===== src/rtl/rr_arbiter_quantum.sv =====
`default_nettype none
// =============================================================================
// Module   : rr_arbiter_quantum
// Purpose  : Round-robin arbiter with a per-channel grant quantum and a
//            registered one-hot grant that hands over with no dead cycles.
// Revision : 1.0 - initial release
// =============================================================================
module rr_arbiter_quantum #(
   parameter int N   = 4,
   parameter int QW  = 4,
   parameter int IDW = $clog2(N)
) (
   input  logic            clk,
   input  logic            rst,
   input  logic [N-1:0]    req,
   input  logic [N*QW-1:0] quantum,
   output logic [N-1:0]    gnt,
   output logic            gnt_valid,
   output logic [IDW-1:0]  gnt_id,
   output logic            expire
);

   typedef enum logic [0:0] {
      S_IDLE = 1'b0,
      S_BUSY = 1'b1
   } state_t;

   state_t         r_state,  w_state_nxt;
   logic [IDW-1:0] r_ptr,    w_ptr_nxt;
   logic [QW-1:0]  r_cnt,    w_cnt_nxt;
   logic [QW-1:0]  r_qlat,   w_qlat_nxt;
   logic [N-1:0]   r_gnt,    w_gnt_nxt;
   logic [IDW-1:0] r_gnt_id, w_gnt_id_nxt;

   logic [2*N-1:0] w_req2;
   logic [N-1:0]   w_rot;
   logic [IDW-1:0] w_off;
   logic [IDW:0]   w_sum;
   logic [IDW-1:0] w_win;
   logic           w_found;
   logic [QW-1:0]  w_win_q;
   logic           w_owner_req;
   logic           w_last;
   logic           w_release;

   // Rotate requests so the pointer channel sits at bit 0; the lowest set bit
   // of the rotated vector is the winner's offset from the pointer.
   assign w_req2  = {req, req};
   assign w_rot   = N'(w_req2 >> r_ptr);
   assign w_found = |req;

   always_comb begin
      w_off = '0;
      for (int i = N - 1; i >= 0; i--) begin
         if (w_rot[i]) w_off = IDW'(i);
      end
   end

   assign w_sum = {1'b0, r_ptr} + {1'b0, w_off};
   assign w_win = (w_sum >= (IDW+1)'(N)) ? IDW'(w_sum - (IDW+1)'(N)) : IDW'(w_sum);

   always_comb begin
      w_win_q = '0;
      for (int i = 0; i < N; i++) begin
         if (w_win == IDW'(i)) w_win_q = quantum[i*QW +: QW];
      end
   end

   // gnt is one-hot or zero, so masking req with it yields the owner's request.
   assign w_owner_req = |(req & r_gnt);
   assign w_last      = (r_cnt == (r_qlat - QW'(1)));
   assign w_release   = (r_state == S_IDLE) || !w_owner_req || w_last;

   always_comb begin
      w_state_nxt  = r_state;
      w_ptr_nxt    = r_ptr;
      w_cnt_nxt    = r_cnt;
      w_qlat_nxt   = r_qlat;
      w_gnt_nxt    = r_gnt;
      w_gnt_id_nxt = r_gnt_id;
      if (!w_release) begin
         w_cnt_nxt = r_cnt + QW'(1);
      end else if (w_found) begin
         w_state_nxt  = S_BUSY;
         w_gnt_nxt    = N'(1) << w_win;
         w_gnt_id_nxt = w_win;
         w_cnt_nxt    = '0;
         w_qlat_nxt   = (w_win_q == '0) ? QW'(1) : w_win_q;
         w_ptr_nxt    = (w_win == IDW'(N - 1)) ? '0 : w_win + IDW'(1);
      end else begin
         w_state_nxt = S_IDLE;
         w_gnt_nxt   = '0;
      end
   end

   always_ff @(posedge clk) begin
      if (rst) begin
         r_state  <= S_IDLE;
         r_ptr    <= '0;
         r_cnt    <= '0;
         r_qlat   <= QW'(1);
         r_gnt    <= '0;
         r_gnt_id <= '0;
      end else begin
         r_state  <= w_state_nxt;
         r_ptr    <= w_ptr_nxt;
         r_cnt    <= w_cnt_nxt;
         r_qlat   <= w_qlat_nxt;
         r_gnt    <= w_gnt_nxt;
         r_gnt_id <= w_gnt_id_nxt;
      end
   end

   assign gnt       = r_gnt;
   assign gnt_valid = |r_gnt;
   assign gnt_id    = r_gnt_id;
   assign expire    = (r_state == S_BUSY) && w_owner_req && w_last;

endmodule
`default_nettype wire


===== config.mk =====
export PLATFORM = sky130hd
export DESIGN_NAME = rr_arbiter_quantum
export DESIGN_NICKNAME = d
export VERILOG_FILES = /design/src/rtl/rr_arbiter_quantum.sv
export SDC_FILE = /design/constraint.sdc
export NUM_CORES = 1
export LEC_CHECK = 0
export BUFFER_PORTS_ARGS = -buffer_cell sky130_fd_sc_hd__buf_2
export CAP_MARGIN = 20
export CORE_AREA = 4 4 51 53
export DETAILED_ROUTE_END_ITERATION = 12
export DIE_AREA = 0 0 55 57
export GPL_ROUTABILITY_DRIVEN = 0
export PLACE_DENSITY = 0.79
export SYNTH_ARGS = -nofsm -noshare
export SYNTH_HDL_FRONTEND = slang
export SYNTH_SLANG_ARGS = --single-unit

===== constraint.sdc =====
create_clock -name clk -period 5.89 [get_ports clk]
set_clock_uncertainty 0.15 [all_clocks]
set_input_delay 0.8835 -clock clk [delete_from_list [all_inputs] [get_ports clk]]
set_output_delay 0.8835 -clock clk [all_outputs]
set_load 0.05 [all_outputs]

After elaboration in Yosys (flattened, before gate mapping)
Cells that the tools add are included.
- register bits after elaboration: 17
- bits of input ports: 22
- output and inout port bits: 8
- add/subtract/negate cells: 5
- $lt $le $gt $ge: 1
- equality and inequality tests: 5
- shift operators: 2
- multiplexer cells: 15
- bitwise gates (word level): 2
- reduce and logical (&&, ||, !) cells: 11
- operator list (operator ; number):
    2-to-1 mux 4 bit ; 8
    2-to-1 mux 2 bit ; 6
    OR reduction 4 bit ; 3
    >> shifter 8 x 2 -> 4 bit ; 1
    adder 4 x 1 -> 4 bit, second input constant ; 1
    AND 4 bit ; 1
    == test 2 bit, second input constant ; 2
    == test 4 bit ; 1
    logical NOT 4 bit ; 1
    left shift 1 x 2 -> 4 bit, first input constant ; 1
    subtractor 4 x 1 -> 4 bit, second input constant ; 1
    adder 2 x 2 -> 3 bit ; 1
    greater-or-equal comparator 3 bit, second input constant ; 1
    adder 2 x 1 -> 2 bit, second input constant ; 1
    == test 2 x 1 -> 1 bit, second input constant ; 1
    logical AND 1 bit ; 2
    logical NOT 2 bit ; 1
    logical OR 1 bit ; 2
    != test 2 bit, second input constant ; 1
    AND reduction 2 bit ; 1
    subtractor 2 x 1 -> 2 bit, second input constant ; 1
    logical NOT 1 bit ; 1
    2-to-1 mux 1 bit ; 1
    inverter 1 bit ; 1

Depth between registers and ports, before layout
Gate-level depths: netlist of run 1.
- depth after elaboration: 15
- mapped depth: 16
- depth with buffers taken out: 14

Worst setup path after synthesis of run 1
No wires, ideal clock.
- path type: input-to-reg
- start: input port req[1]
- end: register r_qlat[0]
- setup time: 122 ps
- arrival: 3149 ps
- slack: 2469 ps
- stages: 16
- buffers on the path: 2
- path through: buf_2 > inv_1 > nor3_1 > a311oi_1 > o21ai_0 > ha_1 > xnor2_1 > xnor2_1 > inv_1 > ha_1 > clkbuf_1 > inv_1 > o22ai_1 > a21oi_1 > nor3b_1 > o32a_1
- longest elaborated chain between the ends: 15
- RTL lines (what ; line ; RTL):
    start, declared ; 15 ; input logic [N-1:0] req,
    >> shifter 8 x 2 -> 4 bit * ; 49 ; assign w_rot = N'(w_req2 >> r_ptr);
    2-to-1 mux 2 bit (3 in a row) ; 55 ; if (w_rot[i]) w_off = IDW'(i);
    2-to-1 mux 2 bit * ; 55 ;
    adder 2 x 2 -> 3 bit * ; 59 ; assign w_sum = {1'b0, r_ptr} + {1'b0, w_off};
    net w_sum[1] ; 38 ; logic [IDW:0] w_sum;
    greater-or-equal comparator 3 bit or subtractor 2 x 1 -> 2 bit (tied branches) ; 60 ; assign w_win = (w_sum >= (IDW+1)'(N)) ? IDW'(w_sum - (IDW+1)'(N)) : IDW'(w_sum);
    2-to-1 mux 2 bit * ; 60 ;
    logical NOT 2 bit ; 65 ; if (w_win == IDW'(i)) w_win_q = quantum[i*QW +: QW];
    2-to-1 mux 4 bit (3 in a row) ; 65 ;
    2-to-1 mux 4 bit * ; 65 ;
    logical NOT 4 bit ; 88 ; w_qlat_nxt = (w_win_q == '0) ? QW'(1) : w_win_q;
    2-to-1 mux 4 bit * ; 88 ;
    end signal, assigned ; 108 ; r_qlat <= w_qlat_nxt;
    end, declared ; 31 ; logic [QW-1:0] r_qlat, w_qlat_nxt;
Mark *: on every way through the listed nets, which the timed path passes. The rest lies on a longest branch.
A chain may end at the register's enable or synchronous reset.

Worst setup path in the final report of run 1
- start: input port req[1]
- end: register r_qlat[0]
- longest elaborated chain between the ends: 15
- RTL lines (what ; line):
    >> shifter 8 x 2 -> 4 bit ; 49
    2-to-1 mux 2 bit (4 in a row) ; 55
    adder 2 x 2 -> 3 bit ; 59
    greater-or-equal comparator 3 bit or subtractor 2 x 1 -> 2 bit (tied branches) ; 60
    2-to-1 mux 2 bit ; 60
    logical NOT 2 bit ; 65
    2-to-1 mux 4 bit (4 in a row) ; 65
    logical NOT 4 bit ; 88
    2-to-1 mux 4 bit ; 88
Several ways; a longest one is shown, not always the timed one.

==> results of run 1 <==
power groups by stage:
stage | Combinational, mW | Clock, mW | Sequential, mW
2_1_floorplan | 0.361 | 0 | 0.241
3_3_place_gp | 0.500 | 0 | 0.189
3_5_place_dp | 0.512 | 0 | 0.190
4_1_cts | 0.515 | 0.0654 | 0.188
5_1_grt | 0.568 | 0.0684 | 0.194
6_report | 0.517 | 0.0624 | 0.188
critical path, stage by stage:
cell	delay, ns
buf_2	0.15
inv_1	0.08
nor3_1	0.05
a311oi_1	0.24
o21ai_0	0.11
ha_1	0.20
xnor2_1	0.13
xnor2_1	0.31
ha_1	0.34
nor2b_1	0.13
a221o_1	0.31
a22oi_1	0.20
nor3b_1	0.24
o32a_1	0.17
synth_stat cells (2+ instances only):
library cell  number
a22o_1             5
nand3_1            6
o32ai_1            2
a22oi_1            4
nor2_1            14
buf_2              2
a21oi_2            2
o22ai_1            3
nand2b_1           3
o2bb2ai_1          2
xnor2_1            7
nor2b_1            2
ha_1               7
a21oi_1            8
dfxtp_1           17
clkbuf_1           3
a211oi_1           2
nor3_1             3
nand2_1            7
inv_1              9
layer usage:
layer  vias up  part of all wire  global-route usage
met5         -                 0                   0
met4         0             0.017              0.0590
met3         6             0.031              0.0496
met2        20              0.52               0.319
met1       494              0.43               0.219
li1        539                 -                   -
cell families (layout without fill, tap and decap cells):
family | Yosys count | after routing | share of synthesized area
buffers and inverters | 15 | 42 | 0.0586
adder cells (fa/ha/maj) | 7 | 7 | 0.0774
XOR/XNOR | 9 | 9 | 0.0830
AO/OA/AOI/OAI | 40 | 40 | 0.271
flip-flops | 17 | 17 | 0.301
AND/OR/NAND/NOR | 42 | 42 | 0.200
multiplexers | 1 | 1 | 0.00885
area by class of cell:
class                      instances  area [um2]  share of cell area
clock buffer                       3        22.5              0.0172
clock inverter                     1        5.00             0.00383
inverter                           9        33.8              0.0259
multi-input combinational         99         724               0.555
sequential                        17         340               0.261
tap                               28        35.0              0.0268
timing repair buffer              29         145               0.111
path summary, 6_finish.rpt:
path                           from                     end  cells after the start  slack (ns)
min reg2reg  gnt_id[1]$_SDFFE_PP0P_  gnt_id[1]$_SDFFE_PP0P_                      1        0.33
max reg2reg   r_ptr[0]$_SDFFE_PP0P_  r_qlat[0]$_SDFFE_PP1P_                     12        2.62
min          gnt_id[1]$_SDFFE_PP0P_  gnt_id[1]$_SDFFE_PP0P_                      1        0.33
max                          req[1]  r_qlat[0]$_SDFFE_PP1P_                     14        2.42
sequential cells by signal, summed over array words and instances (netlist names):
signal,count
gnt,4
gnt_id,2
r_ptr,2
r_qlat,4
r_state,1
r_cnt,4
==> out/metrics.cfg, run 1 <==
[timing]
period_share = 0.588
setup_tns_ns = 0
tightest_slew_ns = 0.487
rsz0062_at_grt = no
finalCriticalPeriod_ns = 3.47
drv_slew = 0
whs_ns = 0.326
setup_slack_ns = 2.42
max_freq_mhz = 289
final_hold_viol_count = 0
maxSlewHeadroom = 0.673
setup_viol = 0

[pwr]
p_total_mw = 0.768
switchingPower_mw = 0.394
powerDensity_mw_per_mm2 = 588
power.internal_mw = 0.374
pwr-share-comb = 0.674
p_sw_frac = 0.513
irDropWorstVdd_mv = 0.508
clockPowerShare = 0.081
seqPwrFrac = 0.245
leakagePower_nw = 0.552

[cts]
cts_buffers = 3
cts_resized = 0
cts_buffer_depth = 2
cts_setup_buffers = 0
cts-root-buf = clkbuf_4
ctsHoldBuffers = 0
cts.sinks = 17
insertion_delay_ns = 0.29
cts_tree = yes
clkTransAtPathRegs_ns = 0.10
cts_max_level = 1

[floorplan]
num_io_pins = 30
die_area_mm2 = 0.00314
die_w_um = 55
core_region_area_mm2 = 0.00215
initial_core_util = 0.526
row_count = 17
fp.dieH_um = 57

[layout]
final_common_cell = buf_2
num_antenna_cells = 0
final_cell_mix = buf_2, dfxtp_1, nor2_1
num-fill-cells = 210
stdcell_count = 186
drive_gt1_frac = 0.253
finalInstanceArea_mm2 = 0.00131
fin_util = 0.608
fin_nets = 188
syn_to_final_growth_pct = 15.5

[run]
drv_cap = 0

[logic_synthesis]
async_reset_ff_frac = 0
synth_nets = 160
netlist_instances = 131
synth-seq-cells = 17
synth_warnings = 0
synth_cell_type_count = 43
yosys.area.top_type = dfxtp_1
synthTopCellsByArea = dfxtp_1, ha_1, xnor2_1
synth-edff-count = 0
yosysSeqAreaShare = 0.301
synth_top_cell_area_share = 0.301
syn_area_mm2 = 0.00113
dominantRegCellSynth = dfxtp_1
syn_avg_cell_area_um2 = 8.63

[worst_setup_path]
critPathLaunchType = input pin
end_kind = register
cp_max_fo = 8
path_class = input pin to register
arrival_ns = 3.55
required_ns = 5.98

[route]
finalWirelength_um = 2670
drc = 0
via_count = 1059
wl_per_cell_um = 14.3
drt_iter0_markers = 27
drt_first_pass_iters = 4
antenna_left = 0
viasPerCell = 5.69

[global_routing]
antenna_found_initial = 0
track_usage = 0.186
grt_pass1_wl_um = 4420
grt_max_degree = 13
grt_pass1_vias = 1053
grt.overflow.total = 0

[placement]
post-place-ws_ns = 2.20
placed_cell_area_mm2 = 0.00128
portBuffers = 29
dp_cells = 182
dp_hpwl_um = 2070

[outcome]
outcome = finished clean

[hold_path]
hold_path.class = register to register

Power figures use the tool's default switching activity.
==> run 2, diff against run 1 <==
- ABC_AREA: not set -> 1
- CORE_AREA: 4 4 51 53 -> 4 4 57 59
- DIE_AREA: 0 0 55 57 -> 0 0 61 63
- PLACE_DENSITY: 0.79 -> 0.74
- clock period: 5.89 -> 3.11 ns (I/O delays scaled with it)
==> run 2 against run 1 <==
First-iteration DRC count increased by 78%; worst setup slack worse by 2.0 ns; critical path depth grew 8; utilization fell by 4.9 points; die area grew 23%; cell area is 16% higher; wire length rose by 9.1%; critical endpoint unchanged.
==> out/metrics.cfg, run 2 <==
[global_routing]
grt_pass1_wl_um = 5010
grt_pass1_vias = 1240
track_usage = 0.163
antenna_found_initial = 0
grt.overflow.total = 0
grt_max_degree = 24

[pwr]
powerDensity_mw_per_mm2 = 1130
irDropWorstVdd_mv = 0.705
leakagePower_nw = 0.833

[worst_setup_path]
end_kind = register
arrival_ns = 2.74
cp_num_buf_inv = 3
cpPeakStageDelay_ns = 0.35
required_ns = 3.13
crit_chain = buf_4 -> nand2_1 -> nand3_1 -> nand2_1 -> nand3_1 -> a21boi_1 -> ha_1 -> xor2_1 -> inv_1 -> nand3_1 -> nand2_1 -> inv_1 -> ha_2 -> nand3_1 -> nand2_1 -> nand2_1 -> nand2_1 -> nor2_1 -> nand2_1 -> nand2_1 -> nand2_1 -> nand3_1
crit_slowest_cell = dfxtp_2
crit_top_cell = nand2_1
path_class = register to register
critPathLaunchType = register
cp_max_fo = 5
cp_top_family = simple AND/OR/NAND/NOR gates

[logic_synthesis]
yosysMostFrequentCell = nand2_1
synth_top_cell_area_share = 0.263
synth-seq-cells = 17
netlist_instances = 201
synth_warnings = 0
async_reset_ff_frac = 0
syn_avg_cell_area_um2 = 6.44
syn_area_mm2 = 0.00129
yosysSeqAreaShare = 0.263
synth-edff-count = 0
dominantRegCellSynth = dfxtp_1
yosys.area.top_type = dfxtp_1
synthTopCellsByArea = dfxtp_1, nand2_1, nand3_1
synth_cell_type_count = 27
synth_commonest_cells = nand2_1, nand3_1, inv_1
synth_nets = 230

[timing]
maxSlewHeadroom = 0.517
setup_viol = 0
period_share = 0.874
finalCriticalPeriod_ns = 2.72
max_freq_mhz = 368
setup_tns_ns = 0
tightest_slew_ns = 0.724
rsz0062_at_grt = no
final_hold_viol_count = 0
whs_ns = 0.239
drv_slew = 0

[floorplan]
row_count = 19
fp.dieH_um = 63
die_w_um = 61
die_area_mm2 = 0.00384
core_region_area_mm2 = 0.00271
initial_core_util = 0.477
num_io_pins = 30

[route]
drt_iter0_markers = 48
wl_per_cell_um = 11.1
viasPerCell = 5.08
drt_first_pass_iters = 4
drc = 0
drt-met1-wl_um = 1440
via_count = 1330
wl_met2_um = 1270
finalWirelength_um = 2910
dr_wl_met3_um = 159
top_layer_used = met4
antenna_left = 0

[placement]
dp_cells = 258
portBuffers = 29
dp_hpwl_um = 2240

[layout]
num_antenna_cells = 0
ff_latch_area_um2 = 343
fin_util = 0.559
multi_input_area_um2 = 862
final_cell_mix = nand2_1, buf_2, nand3_1
drive_gt1_frac = 0.225
num-fill-cells = 295
syn_to_final_growth_pct = 17.1
final_common_cell = nand2_1
stdcell_count = 262
fin_nets = 261

[cts]
cts_tree = yes
insertion_delay_ns = 0.30
cts_buffer_depth = 2
cts_max_level = 1
clkTransAtPathRegs_ns = 0.11
cts-root-buf = clkbuf_4
cts_buffers = 3
cts.sinks = 17

[run]
drv_cap = 0

[hold_path]
hold_path.class = input pin to register

[outcome]
outcome = finished clean

==> run 2: cell type report <==
cell class / count / share of cell area
sequential: 17 / 0.226
clock buffer: 3 / 0.0149
multi-input combinational: 157 / 0.569
inverter: 23 / 0.0603
timing repair buffer: 30 / 0.101
tap: 31 / 0.0256
clock inverter: 1 / 0.00330
==> run 2: worst paths after layout <==
path                          start                endpoint  slack, ns  cells past startpoint
max reg2reg   r_ptr[0]$_SDFFE_PP0P_  r_qlat[0]$_SDFFE_PP1P_       0.39                     22
max           r_ptr[0]$_SDFFE_PP0P_  r_qlat[0]$_SDFFE_PP1P_       0.39                     22
min reg2reg  r_qlat[1]$_SDFFE_PP0P_  r_qlat[1]$_SDFFE_PP0P_       0.32                      2
min                             rst   r_cnt[2]$_SDFFE_PP0P_       0.24                      2
==> run 2: worst reg2reg max path: stages (launching register included) <==
cell      delay [ns]
dfxtp_2         0.35
buf_4           0.14
nand2_1         0.07
nand3_1         0.07
nand2_1         0.09
nand3_1         0.07
a21boi_1        0.13
ha_1            0.17
xor2_1          0.18
inv_1           0.06
nand3_1         0.08
nand2_1         0.11
inv_1           0.13
ha_2            0.25
nand3_1         0.09
nand2_1         0.07
nand2_1         0.05
nand2_1         0.08
nor2_1          0.05
nand2_1         0.05
nand2_1         0.04
nand2_1         0.06
nand3_1         0.05
==> run 2: through the flow <==
stage,total power [mW],setup WS (ns),area (um2)
final,1.71,0.393,1520
after global routing,1.89,0.0456,1520
after CTS,1.67,0.240,1500
after detailed placement,1.54,0.131,1470
after global placement,1.52,0.214,1470
after floorplan,1.31,0.487,1290
==> run 2: metal layers <==
layer,track usage,up-vias
met3,0.0145,4
met2,0.270,33
met5,0,-
met1,0.214,585
met4,0.0596,0
li1,-,708
==> run 2: power breakdown <==
group	internal, mW	switching [mW]	total [mW]	leakage (nW)
combinational	0.437	0.806	1.24	0.675
clock	0.0479	0.0776	0.126	0.0177
sequential	0.283	0.0558	0.339	0.140
total	0.767	0.940	1.71	0.833
==> run 2: cell families after synthesis <==
logic type	Yosys count	synth area share
compound gates	12	0.0609
xor+xnor	6	0.0406
fa+ha+maj	7	0.0677
buf+inv	27	0.0841
flops	17	0.263
simple gates	132	0.484
==> run 2: repair_timing <==
item                                    in CTS  in global routing
gates resized for setup                      0                  7
endpoints found under the setup margin       0                  2
buffers inserted                             0                  0
hold buffers                                 0                  0
